<file path="src/rtl/fetch_pkg.sv">
// fetch_pkg: shared types and constants for the instruction-fetch stage.
//   fetch_state_e : fetch FSM states
//   fault_cause_e : fetch fault cause encoding
//   NOP_INSTR_DEF : default word presented when no instruction is held (addi x0,x0,0)
//   PC_INC        : sequential PC increment
package fetch_pkg;
    typedef enum logic [2:0] {S_IDLE, S_ISSUE, S_WAIT, S_DRAIN, S_HOLD} fetch_state_e;
    typedef enum logic [1:0] {FAULT_NONE, FAULT_TIMEOUT, FAULT_MISALIGN} fault_cause_e;
    localparam logic [31:0] NOP_INSTR_DEF = 32'h0000_0013;
    localparam logic [31:0] PC_INC        = 32'd4;
endpackage

</file>
<file path="src/rtl/fetch_timeout_ctr.sv">
// fetch_timeout_ctr: 8-bit response timeout counter for the fetch stage.
//   clk     in  clock
//   reset   in  synchronous active-low reset
//   clr     in  clear count to zero (has priority over en)
//   en      in  count one cycle
//   expired out high in the counting cycle that brings the count to TIMEOUT_CYCLES
module fetch_timeout_ctr
    import fetch_pkg::*;
#(
    parameter int unsigned TIMEOUT_CYCLES = 16
) (
    input  logic clk,
    input  logic reset,
    input  logic clr,
    input  logic en,
    output logic expired
);
    localparam logic [7:0] LAST = 8'(TIMEOUT_CYCLES - 1);
    logic [7:0] cnt_q, cnt_d;
    always_comb cnt_d = clr ? 8'd0 : en ? cnt_q + 8'd1 : cnt_q;
    // Flags the cycle whose increment reaches the limit, so the fault can be
    // registered on that same edge.
    assign expired = en && (cnt_q == LAST);
    always_ff @(posedge clk) begin
        if (!reset) cnt_q <= 8'd0;
        else        cnt_q <= cnt_d;
    end
endmodule

</file>
<file path="src/rtl/fetch_stage.sv">
// fetch_stage: instruction fetch with single-outstanding imem port and decode handshake.
//   clk, reset            clock; synchronous active-low reset
//   pc / next_pc          current PC in; combinational PC to load next edge out
//   redirect_valid/_pc    redirect from execute
//   imem_req/_addr        one-cycle request pulse and address
//   imem_rvalid/_rdata    memory response
//   if_valid/_ready       decode handshake
//   if_instr/_pc/_fault   instruction word, its PC, fetch fault
// Optional macro FETCH_MISALIGN_CHK_EN: fault misaligned PCs instead of fetching.
module fetch_stage
    import fetch_pkg::*;
#(
    parameter int unsigned TIMEOUT_CYCLES = 16,
    parameter logic [31:0] NOP_INSTR      = NOP_INSTR_DEF
) (
    input  logic        clk,
    input  logic        reset,
    input  logic [31:0] pc,
    output logic [31:0] next_pc,
    input  logic        redirect_valid,
    input  logic [31:0] redirect_pc,
    output logic        imem_req,
    output logic [31:0] imem_addr,
    input  logic        imem_rvalid,
    input  logic [31:0] imem_rdata,
    output logic        if_valid,
    input  logic        if_ready,
    output logic [31:0] if_instr,
    output logic [31:0] if_pc,
    output logic        if_fault
);
    fetch_state_e state_q, state_d;
    logic         kill_q, kill_d;
    logic         if_valid_q, if_valid_d;
    logic         if_fault_q, if_fault_d;
    logic [31:0]  if_instr_q, if_instr_d;
    logic [31:0]  if_pc_q, if_pc_d;
    logic         issue, expired, handoff;

    fetch_timeout_ctr #(.TIMEOUT_CYCLES(TIMEOUT_CYCLES)) u_timeout (
        .clk     (clk),
        .reset   (reset),
        .clr     (state_q != S_WAIT),
        .en      (state_q == S_WAIT),
        .expired (expired)
    );

    assign handoff  = if_valid_q && if_ready;
    assign imem_req = issue && reset;
`ifdef FETCH_MISALIGN_CHK_EN
    assign imem_addr = pc;
`else
    assign imem_addr = {pc[31:2], 2'b00};
`endif
    assign if_valid = if_valid_q;
    assign if_fault = if_fault_q;
    assign if_pc    = if_pc_q;
    assign if_instr = if_valid_q ? if_instr_q : NOP_INSTR;

    always_comb begin
        next_pc = pc;
        if (reset) next_pc = redirect_valid ? redirect_pc : handoff ? pc + PC_INC : pc;
    end

    always_comb begin
        state_d    = state_q;
        kill_d     = kill_q;
        if_valid_d = if_valid_q;
        if_fault_d = if_fault_q;
        if_instr_d = if_instr_q;
        if_pc_d    = if_pc_q;
        issue      = 1'b0;
        case (state_q)
            S_IDLE: state_d = S_ISSUE;
            S_ISSUE: begin
                // A late response to a timed-out request retires the kill here.
                if (kill_q && imem_rvalid) kill_d = 1'b0;
                // No request while killed or redirecting: the PC is about to change
                // and a request now would leave an orphan response in flight.
                if (!redirect_valid && !kill_q) begin
`ifdef FETCH_MISALIGN_CHK_EN
                    if (pc[1:0] != 2'b00) begin
                        state_d    = S_HOLD;
                        if_valid_d = 1'b1;
                        if_fault_d = 1'b1;
                        if_instr_d = NOP_INSTR;
                        if_pc_d    = pc;
                    end else begin
                        issue   = 1'b1;
                        state_d = S_WAIT;
                    end
`else
                    issue   = 1'b1;
                    state_d = S_WAIT;
`endif
                end
            end
            S_WAIT: begin
                if (redirect_valid) begin
                    state_d = imem_rvalid ? S_ISSUE : S_DRAIN;
                    kill_d  = !imem_rvalid;
                end else if (imem_rvalid) begin
                    state_d    = S_HOLD;
                    if_valid_d = 1'b1;
                    if_instr_d = imem_rdata;
                    if_pc_d    = pc;
                end else if (expired) begin
                    state_d    = S_HOLD;
                    if_valid_d = 1'b1;
                    if_fault_d = 1'b1;
                    if_instr_d = NOP_INSTR;
                    if_pc_d    = pc;
                    kill_d     = 1'b1;
                end
            end
            S_DRAIN: begin
                if (imem_rvalid) kill_d = 1'b0;
                if (imem_rvalid || redirect_valid) state_d = S_ISSUE;
            end
            S_HOLD: begin
                if (kill_q && imem_rvalid) kill_d = 1'b0;
                // Redirect wins over a coincident handoff; either way the slot empties.
                if (redirect_valid || if_ready) begin
                    state_d    = S_ISSUE;
                    if_valid_d = 1'b0;
                    if_fault_d = 1'b0;
                end
            end
            default: state_d = S_IDLE;
        endcase
    end

    always_ff @(posedge clk) begin
        if (!reset) begin
            state_q    <= S_IDLE;
            kill_q     <= 1'b0;
            if_valid_q <= 1'b0;
            if_fault_q <= 1'b0;
            if_instr_q <= NOP_INSTR;
            if_pc_q    <= 32'd0;
        end else begin
            state_q    <= state_d;
            kill_q     <= kill_d;
            if_valid_q <= if_valid_d;
            if_fault_q <= if_fault_d;
            if_instr_q <= if_instr_d;
            if_pc_q    <= if_pc_d;
        end
    end
endmodule

</file>
<file path="config.mk">
export PLATFORM = sky130hd
export DESIGN_NAME = fetch_stage
export DESIGN_NICKNAME = d
export VERILOG_FILES = /design/src/rtl/fetch_pkg.sv /design/src/rtl/fetch_timeout_ctr.sv /design/src/rtl/fetch_stage.sv
export SDC_FILE = /design/constraint.sdc
export NUM_CORES = 1
export LEC_CHECK = 0
export ABC_AREA = 1
export BUFFER_PORTS_ARGS = -buffer_cell sky130_fd_sc_hd__buf_4
export CORE_AREA = 5 5 118 120
export DETAILED_ROUTE_END_ITERATION = 8
export DIE_AREA = 0 0 123 125
export PLACE_DENSITY = 0.72
export SLEW_MARGIN = 25
export SYNTH_ARGS = -nofsm -noshare
export SYNTH_HDL_FRONTEND = slang
export SYNTH_SLANG_ARGS = --single-unit
export TNS_END_PERCENT = 1
</file>
<file path="constraint.sdc">
create_clock -name clk -period 1.4 [get_ports clk]
set_input_delay 0.07 -clock clk [delete_from_list [all_inputs] [get_ports clk]]
set_output_delay 0.07 -clock clk [all_outputs]
set_load 0.005 [all_outputs]
</file>
==> metrics.txt, run 1 <==
cell breakdown of the critical path nand2_4 > nor2_4 > nand2_2 > nor2_4 > buf_12 > nand3_1 > nand2_1 > nand3_2 > nand2_1 > nand2_1 > buf_4; H-tree levels 3; Final Max Slew Viols 0; number of remaining DRC errors 0; top cells by area, synth dfxtp_1 32%, nand2_1 18%, nand3_1 11%; HP Class input port to flip-flop; final WL approximately 18000 um; most common cell after layout, fill and taps aside buf_4; WHS Path Cells 3; drt wl/cell roughly 15 um; number of buffers and inverters on the critical path 2; root buffer cell clkbuf_16; Synth top area share about a third; vias per inst roughly 4.9; area of the mapped netlist between 4000 and 5000 sq um; Stages on worst setup path 11; Hold Slack about 0.011 ns; Worst VDD drop roughly 0.00059 V; Worst Path Max Fanout 11; Placed Area 6970 sq um; Overflow after GRT 0; clock tree buffer depth 2; most frequent CP cell nand2_1; final setup vio count 38; setup TNS -7.89 ns; diode count 0; Crit path max-delay family simple AND/OR/NAND/NOR gates; slowest CP cell dfxtp_2; via count about 5900; initial antenna violation count 0; I/O pins approximately 230; largest net degree at the start of global routing between 40 and 50; Layout area overhead 52.5%; register area share after synthesis between 30% and 40%; CTS Sinks 78; Tmin final between 1.5 and 2 ns; commonest non-fill, non-tap cells in the layout 264 x buf_4, 233 x nand2_1, 105 x nand3_1, 75 x dfxtp_1, 71 x inv_1; die area 15400 sq um; kind of critical path flip-flop to primary output; Fin. Hold Viols 0; RSZ-0062 raised after global routing yes; Post-CTS Setup Inserts 0; crit end category primary output; final core occ between 50% and 60%; CTS tree yes; fin crit share 125%; run status finished, violations left; Rows 42; Pre-antenna DRT Iters 5; die height 125 um; power per cell area slightly above 900 nW/um^2; Die Wd 123 um; Clock Latency Late Sink 0.34 ns; #FFs+latches synth approximately 80; final worst slack -0.344 ns; Num CTS Buffers 9; area leader, netlist dfxtp_1; Final Instance Area 7540 sq um; nets@finish between 1000 and 1500; Mapped Cells approximately 800; failing checks negative setup slack; total track usage 22.0%; Max Freq roughly 0.57 GHz; critical path startpoint category flip-flop; clk slew on worst S/H paths around 0.070 ns; starting density of the core roughly two fifths; Mean Syn Cell Area slightly above 6 sq um; number of library cell types mapped by synthesis 33; Final GP Congestion around 0.86; layout cells sized above 1 roughly a third; Final ANT Viol Nets 0; WP data arrival between 1.5 and 2 ns; static leakage power between 3 and 4 nW; CP peak stage delay around 0.36 ns; # port buffers 229; vias in the first global route roughly 5500; Fill cells around 1200; first-pass GRT wire length 27700 um; R2R depth 9; Clock Skew between 0.009 and 0.01 ns; CP Data Required Time 1.33 ns; dpl hpwl about 13000 um; initial DRC count 370; Yosys warning count 0; Core ar. about 13000 sq um; max-cap viol count 0
## path summary, 6_finish.rpt
path / start / end / slack [ns]
setup / recovery: if_valid$_SDFFE_PN0P_ / next_pc[31] / -0.34
hold / removal: imem_rdata[14] / if_instr_q[14]$_SDFFE_PN0P_ / 0.01
hold reg to reg: if_instr_q[23]$_SDFFE_PN0P_ / if_instr_q[23]$_SDFFE_PN0P_ / 0.46
setup reg to reg: u_timeout.cnt_q[1]$_SDFFE_PP0N_ / if_pc[4]$_SDFFE_PN0P_ / -0.01
## cell families after synthesis
| logic type | Yosys count | synth area share [%] |
|---|---|---|
| fa+ha+maj | 2 | 0.506 |
| flops | 78 | 31.6 |
| simple gates | 442 | 39.0 |
| buf+inv | 154 | 14.7 |
| mux | 4 | 0.910 |
| xor+xnor | 9 | 1.59 |
| compound gates | 107 | 11.6 |
| other cells | 1 | 0.0758 |
## layout make-up
class                      instances  area, sq um  area share, %
inverter                          79          297           3.93
clock inverter                     7         73.8          0.979
clock buffer                       9          225           2.99
multi-input combinational        566         2860           37.9
sequential                        78         1570           20.7
timing repair buffer             286         2310           30.6
tap                              176          220           2.92
## timing repair
item	CTS	global route
setup endpoints to repair	99	135
hold buffers	9	0
gates resized for setup	25	23
pin swaps	5	3
endpoints found under the hold margin	9	0
## tightest hold or removal path, cell delays in order
cell	delay [ns]
buf_4	0.10
nand3_1	0.07
a21oi_1	0.06
## flip-flops by register name, summed over array words and instances (netlist names)
| name | flops |
|---|---|
| if_instr_q | 32 |
| if_valid | 1 |
| u_timeout.cnt_q | 8 |
| if_pc | 32 |
| if_fault | 1 |
| state_q | 3 |
| kill_q | 1 |
## stage by stage
step / cells / setup WS (ns) / total power, mW
after floorplan: 798 / -0.0106 / 3.55
after global placement: 1176 / -0.0671 / 4.53
after CTS: 1201 / -0.330 / 6.97
after global routing: 1201 / -0.455 / 7.32
final: 1201 / -0.344 / 6.96
after detailed placement: 1176 / -0.0724 / 4.54
## synthesized netlist by cell type, drive strengths merged
| master | instances |
|---|---|
| and2 | 1 |
| clkbuf | 19 |
| nor4 | 1 |
| a21oi | 74 |
| nand3 | 117 |
| o211ai | 9 |
| mux2 | 4 |
| o221ai | 2 |
| o32ai | 1 |
| o21ai | 19 |
| nand3b | 2 |
| nand4 | 10 |
| nor3b | 1 |
| nor3 | 12 |
| or2 | 3 |
| conb | 1 |
| a22oi | 2 |
| nand2 | 238 |
| dfxtp | 78 |
| inv | 79 |
| nor2 | 57 |
| xnor2 | 5 |
| xor2 | 4 |
| buf | 56 |
| ha | 2 |
## metal layers
layer,up-vias,global-route usage [%],routed length (um)
met5,-,0,0
met4,0,5.73,241
met3,21,6.41,1590
met2,224,36.4,8470
met1,2642,28.0,7370
li1,2986,-,-
## power breakdown
| group | switching (mW) | total, mW | internal (mW) |
|---|---|---|---|
| registers | 0.102 | 2.49 | 2.38 |
| logic | 1.13 | 2.12 | 0.994 |
| clock network | 0.960 | 2.35 | 1.39 |
| total | 2.19 | 6.96 | 4.77 |
No activity file was read; power rests on OpenSTA's default activity.
==> run 2, diff against run 1 <==
Settings changed: CORE_AREA 5 5 118 120 to 5 5 114 116, DIE_AREA 0 0 123 125 to 0 0 119 121, PLACE_DENSITY 0.72 to 0.76, RECOVER_POWER set to 100.
==> run 2 against run 1 <==
The flow still finishes with violations (negative setup slack). First-iteration DRC count fell by 15%. Sequential share of layout area rose by 0.66 points. Final cell count is 2.6% lower. Clock power decreased by 7%. Wire length down 4.2%. Via count about the same. Critical path type unchanged. Highest routed layer unchanged.
==> metrics.txt, run 2 (synthesized netlist as in run 1, its figures left out) <==
Seq pwr share between 30 and 40%; HP Class input port to flip-flop; Final ANT Viol Nets 0; diode count 0; Worst VDD drop 0.000687 V; power share of the clock group approximately 33%; dpl hpwl about 13000 um; Num CTS Buffers 9; vias in the first global route roughly 5700; layout cells sized above 1 between 30% and 40%; root buffer cell clkbuf_16; Post-CTS Setup Inserts 0; power per cell area between 900 and 1000 nW/um^2; max-cap viol count 0; net switching power around 2.1 mW; CTS Sinks just under 80; Layout area overhead 48.0%; clk slew on worst S/H paths 0.06 ns; critical path startpoint category flip-flop; Pre-antenna DRT Iters 4; Tmin final ~1.7 ns; nets@finish about 1100; clock tree buffer depth 2; number of remaining DRC errors 0; CP Data Required Time between 1 and 1.5 ns; crit end category primary output; Final Max Slew Viols 0; kind of critical path flip-flop to primary output; most common cell after layout, fill and taps aside nand2_1; Worst Path Max Fanout 11; RSZ-0062 raised after global routing yes; largest net degree at the start of global routing 42; total track usage a little under a quarter; first-pass GRT wire length 27200 um; CTS tree yes; Fin. Hold Viols 0; fin crit share 123%; run status finished, violations left; Clock Latency Late Sink about 0.33 ns; vias per inst 5.02; Die Wd between 100 and 150 um; static leakage power around 3.5 nW; die area ~14000 sq um; Rows 40; commonest non-fill, non-tap cells in the layout 223 x nand2_1, 210 x buf_4, 113 x nand3_1; Core ar. around 12000 sq um; drt wl/cell roughly 14 um; Clock Skew 0.00973 ns; failing checks negative setup slack; # port buffers 229; via count ~5900; sw frac around a third; final setup vio count between 90 and 100; WP data arrival ~1.7 ns; final worst slack -0.322 ns; initial antenna violation count 0; H-tree levels 3; initial DRC count around 320; Overflow after GRT 0; I/O pins approximately 230; combinational share of power 30.3%; final WL about 17000 um; starting density of the core about two fifths; die height between 100 and 150 um; cell-internal power 4.58 mW; final core occ between 60% and 70%; Hold Slack 0.00854 ns; Place WS -0.111 ns; Max Freq slightly below 0.6 GHz; Final GP Congestion roughly 0.88
-- run 2: power groups by stage --
stage	Clock [mW]	Sequential, mW	Combinational [mW]
after floorplan	0	2.53	1.02
after global placement	0	2.52	1.98
after detailed placement	0	2.52	1.99
after CTS	2.25	2.49	2.05
after global routing	2.34	2.50	2.25
final	2.19	2.48	2.03
-- run 2: area by class of cell --
class | instances | area (sq um)
multi-input combinational | 566 | 2830
sequential | 78 | 1570
timing repair buffer | 284 | 2160
clock inverter | 6 | 45.0
clock buffer | 10 | 239
fill | 1158 | 4490
inverter | 79 | 299
tap | 147 | 184
-- run 2: per-stage QoR --
stage | instances | area [sq um] | setup TNS [ns] | power, mW
after global routing | 1170 | 7320 | -26.37 | 7.09
after CTS | 1169 | 7360 | -7.71 | 6.79
after detailed placement | 1151 | 6940 | -4.68 | 4.52
final | 1170 | 7320 | -12.97 | 6.70
after global placement | 1151 | 6940 | -1.19 | 4.50
after floorplan | 798 | 4990 | -0.614 | 3.55
-- run 2: critical path, stage by stage (launching register included) --
cell,delay (ns)
dfxtp_2,0.34
nand2_4,0.09
nor2_4,0.12
nand2_2,0.09
nor2_4,0.12
buf_12,0.13
nand3_1,0.06
nand2_1,0.07
nand3_1,0.08
nand2_1,0.06
nand2_1,0.04
buf_4,0.13
-- run 2: timing repair --
action	in CTS	in global routing
hold buffers	2	1
gates resized for setup	29	25
pin swaps	5	6
endpoints found under the hold margin	2	1
setup endpoints to repair	100	132
-- run 2: per-layer routing --
metal	up-vias	GRT usage, %	wire (um)
li1	2985	-	-
met4	0	5.79	255
met1	2674	27.3	7100
met2	188	39.1	8270
met5	-	0	0
met3	21	6.57	1300
-- run 2: worst paths after layout --
| path | depth (start not counted) | startpoint | endpoint | slack (ns) |
|---|---|---|---|---|
| worst max-delay path | 11 | if_valid$_SDFFE_PN0P_ | next_pc[31] | -0.32 |
| worst min-delay path | 3 | imem_rdata[0] | if_instr_q[0]$_SDFFE_PN1P_ | 0.009 |
| worst max register to register | 7 | state_q[0]$_SDFFE_PN0P_ | if_pc[19]$_SDFFE_PN0P_ | -0.17 |
| worst min register to register | 2 | if_instr_q[26]$_SDFFE_PN0P_ | if_instr_q[26]$_SDFFE_PN0P_ | 0.46 |
